## config.mk

```make
export PLATFORM = sky130hd
export DESIGN_NAME = cascade_gate_pipe
export DESIGN_NICKNAME = d
export VERILOG_FILES = /design/src/rtl/cascade_gate_pipe.sv
export SDC_FILE = /design/constraint.sdc
export NUM_CORES = 1
export LEC_CHECK = 0
export ABC_AREA = 1
export BUFFER_PORTS_ARGS = -buffer_cell sky130_fd_sc_hd__buf_2
export CAP_MARGIN = 0
export CORE_UTILIZATION = 58
export DETAILED_ROUTE_END_ITERATION = 16
export PLACE_DENSITY = 0.83
export SLEW_MARGIN = 20
export SYNTH_ARGS = -nofsm -noshare
export SYNTH_HDL_FRONTEND = slang
export SYNTH_SLANG_ARGS = --single-unit
```

## constraint.sdc

```tcl
create_clock -name clk -period 2 [get_ports clk]
set_clock_uncertainty 0.2 [all_clocks]
set_input_delay 0.5 -clock clk [delete_from_list [all_inputs] [get_ports clk]]
set_output_delay 0.5 -clock clk [all_outputs]
set_load 0.01 [all_outputs]
```

## src/rtl/cascade_gate_pipe.sv

```systemverilog
// Pipelined cascade of two-input gates with a per-transaction mode.
// Every stage adds one gate tap; one global stall freezes the whole pipe.
module cascade_gate_pipe #(
    parameter int N_IN  = 4,
    parameter int CNT_W = 16
) (
    input  logic              clk,
    input  logic              rst,
    input  logic              in_valid,
    output logic              in_ready,
    input  logic [N_IN-1:0]   in_x,
    input  logic [1:0]        in_mode,
    output logic              out_valid,
    input  logic              out_ready,
    output logic [N_IN-2:0]   out_taps,
    output logic [1:0]        out_mode,
    output logic              busy,
    output logic [CNT_W-1:0]  res_count
);

    localparam int M = N_IN - 1;

    logic            vld   [M];
    logic [1:0]      md    [M];
    logic [M-1:0]    tp    [M];
    logic [N_IN-1:0] xs    [M];
    logic [M-1:0]    tnext [M];
    logic            advance;

    function automatic logic op(input logic [1:0] m, input logic p, input logic q);
        logic r;
        case (m)
            2'b00:   r = ~(p & q);
            2'b01:   r = ~(p | q);
            2'b10:   r = p ^ q;
            default: r = ~(p ^ q);
        endcase
        return r;
    endfunction

    assign advance   = out_ready | ~out_valid;
    assign in_ready  = advance;
    assign out_valid = vld[M-1];
    assign out_taps  = tp[M-1];
    assign out_mode  = md[M-1];

    always_comb begin
        busy = 1'b0;
        for (int j = 0; j < M; j++) begin
            busy = busy | vld[j];
        end
    end

    // Stage j adds tap j from operand bit j+1 and the previous tap.
    always_comb begin
        tnext[0]    = '0;
        tnext[0][0] = op(in_mode, in_x[0], in_x[1]);
        for (int j = 1; j < M; j++) begin
            tnext[j]    = tp[j-1];
            tnext[j][j] = op(md[j-1], xs[j-1][j+1], tp[j-1][j-1]);
        end
    end

    always_ff @(posedge clk or posedge rst) begin
        if (rst) begin
            for (int j = 0; j < M; j++) begin
                vld[j] <= 1'b0;
                md[j]  <= 2'b00;
                tp[j]  <= '0;
                xs[j]  <= '0;
            end
        end else if (advance) begin
            vld[0] <= in_valid;
            md[0]  <= in_mode;
            xs[0]  <= in_x;
            tp[0]  <= tnext[0];
            for (int j = 1; j < M; j++) begin
                vld[j] <= vld[j-1];
                md[j]  <= md[j-1];
                xs[j]  <= xs[j-1];
                tp[j]  <= tnext[j];
            end
        end
    end

    always_ff @(posedge clk or posedge rst) begin
        if (rst) begin
            res_count <= '0;
        end else if (out_valid && out_ready) begin
            res_count <= res_count + 1'b1;
        end
    end

endmodule

```

==> results.json <==
{
  "status": "finished, violations left",
  "violations": "design-rule violations",
  "fin_util": 0.709,
  "crit_type": "flip-flop to primary output",
  "ctsResizeCount": 0,
  "antenna_found_initial": 0,
  "synth_area_sq_mm": 0.00178,
  "finalSetupTns_ns": 0,
  "tightestPinTransition_ns": 0.419,
  "diodes": 0,
  "core_sq_mm": 0.00283,
  "grt_overflow": 0,
  "yosysTopAreaCellShare": 0.479,
  "fillerInstances": 243,
  "area_growth_pct": 12.7,
  "die_area_sq_mm": 0.00329,
  "min_period_ns": 1.91,
  "grt_pass1_vias": 1208,
  "clock.fmax_mhz": 524,
  "synth_area_per_cell_sq_um": 9.31,
  "end_kind": "primary output",
  "drt-initial-drc-count": 62,
  "power.leakage_nw": 1.01,
  "final_cell_mix": "nand2_1, dfrtp_1, buf_2",
  "ant_nets": 0,
  "ctsHoldBuffers": 0,
  "grt_max_degree": 35,
  "start_kind": "flip-flop",
  "timing.final.crit_share": 0.954,
  "dp_slack_ns": 0.232,
  "wl_mm": 2.86,
  "post-cts-setup-buffer-count": 0,
  "grt_usage": 0.204,
  "post_drt_wl_per_cell_um": 11.0,
  "drt-vias-per-instance": 4.99,
  "crit_start": "out_valid",
  "synth.area.top_cells": "dfrtp_1, nand2_1, inv_1, o21ai_2, ha_1",
  "die_w_um": 57.4,
  "ir_drop_mv": 0.650,
  "crit_required_ns": 1.30,
  "cap_violations": 0,
  "layout_setup_ws_ns": 0.0924,
  "critical_path_arrival_ns": 1.21,
  "io_pins": 34,
  "powerDensity_mw_per_mm2": 1100,
  "cts_tree": "done",
  "gp_congestion": 0.836,
  "slew_headroom": 0.721,
  "row_count": 19,
  "io_buffer_count": 33,
  "rsz0062_at_grt": "no",
  "ys_seq_elements": 34,
  "stdcell_count": 260,
  "ys_types": 25,
  "cts_buffer_depth": 2,
  "drive_above_1_share": 0.323,
  "root_buffer": "clkbuf_4",
  "dp.cells": 252,
  "clk_pin_slew_ns": 0.10,
  "yosysSeqAreaShare": 0.479,
  "synth_nets": 208,
  "finalHoldViolCount": 0,
  "start_util": 0.628,
  "timing.rr.start": "out_valid",
  "first_pass_iters": 10,
  "yosysTopAreaCell": "dfrtp_1",
  "clk_latency_ns": 0.34,
  "min_path_type": "input pin to async pin",
  "grt_pass1_wl_mm": 5.02,
  "syn_inst": 191,
  "drt_drc_violations_left": 3,
  "ctsHtreeMaxLevel": 2,
  "cts-buffers-inserted": 5,
  "hpwl_mm": 2.13,
  "cp_max_fo": 4,
  "setup_viol": 0,
  "slew_violations": 0,
  "routed-via-count": 1298,
  "synth.yosys.warnings": 0,
  "fin_nets": 245,
  "clock-sinks": 34,
  "die_h_um": 57.4
}
==> cell usage after synthesis <==
cell type,instances
nor3_2,1
a21oi_1,5
nand3_1,10
mux2_4,1
buf_6,4
nand4_1,2
a21oi_2,4
inv_2,1
xnor2_1,7
mux2_2,1
xor2_1,4
dfrtp_1,34
nor3_1,3
inv_1,28
nor2_2,6
nor2_4,2
o21ai_0,6
nor2_1,13
or2_1,1
buf_4,2
o21ai_2,12
ha_1,7
nand2_1,34
nand3_2,1
nand2_2,2
==> power by group <==
part / leakage, nW / total [mW] / switching, mW / internal, mW
logic: 0.561 / 0.783 / 0.456 / 0.327
registers: 0.417 / 1.03 / 0.152 / 0.882
clock network: 0.0353 / 0.395 / 0.225 / 0.170
total: 1.01 / 2.21 / 0.834 / 1.38
==> cells by family (layout without fill, tap and decap cells) <==
kind of cell | after synthesis | after routing | share of synthesized area
flip-flops | 34 | 34 | 0.479
XOR/XNOR | 11 | 11 | 0.0542
multiplexers | 2 | 2 | 0.0148
AND/OR/NAND/NOR | 75 | 75 | 0.198
AO/OA/AOI/OAI | 27 | 27 | 0.110
adder cells (fa/ha/maj) | 7 | 7 | 0.0493
buffers and inverters | 35 | 73 | 0.0950
==> path summary, 6_finish.rpt <==
check / cells past startpoint / to / slack [ns]
max: 3 / in_ready / 0.09
min reg2reg: 2 / out_valid / 0.29
max in group asynchronous: 3 / md[2] / 1.27
min in group clk: 3 / xs[10] / 0.18
min: 3 / res_count[2] / 0.03
max reg2reg: 4 / xs[11] / 0.41
==> critical path: stages, from the launching register on <==
cell and delay [ns]:
dfrtp_1 0.42, inv_2 0.05, or2_1 0.25, buf_2 0.15
==> registers in the layout (all words and copies together), names as in the netlist <==
signal / cells
vld: 2
tnext: 3
md: 4
xs: 3
res_count: 16
out_valid: 1
out_taps: 3
out_mode: 2
==> metal layers <==
metal / vias to the layer above / share of wire / GRT usage / routed length [um]
li1: 677 / - / - / -
met1: 582 / 0.47 / 0.247 / 1350
met2: 32 / 0.46 / 0.331 / 1310
met3: 7 / 0.054 / 0.0748 / 154
met4: 0 / 0.016 / 0.0836 / 47
met5: - / 0 / 0 / 0
==> area by class of cell <==
cell class,count,area (sq um),area share
clock buffers,7,55.1,0.0275
well taps,31,38.8,0.0194
flip-flops and latches,34,851,0.424
multi-input cells,122,758,0.378
inverters,29,109,0.0543
clock inverters,1,5.00,0.00250
repair buffers,36,188,0.0936
==> stage by stage <==
step / power [mW] / cell area [sq um] / hold slack (ns)
2_1_floorplan: 1.66 / 1780 / 0.246
3_3_place_gp: 1.82 / 1940 / 0.266
3_5_place_dp: 1.85 / 1940 / 0.271
4_1_cts: 2.24 / 2000 / 0.0443
5_1_grt: 2.38 / 2000 / 0.0676
6_report: 2.21 / 2000 / 0.0347
No activity file was read; power rests on OpenSTA's default activity.
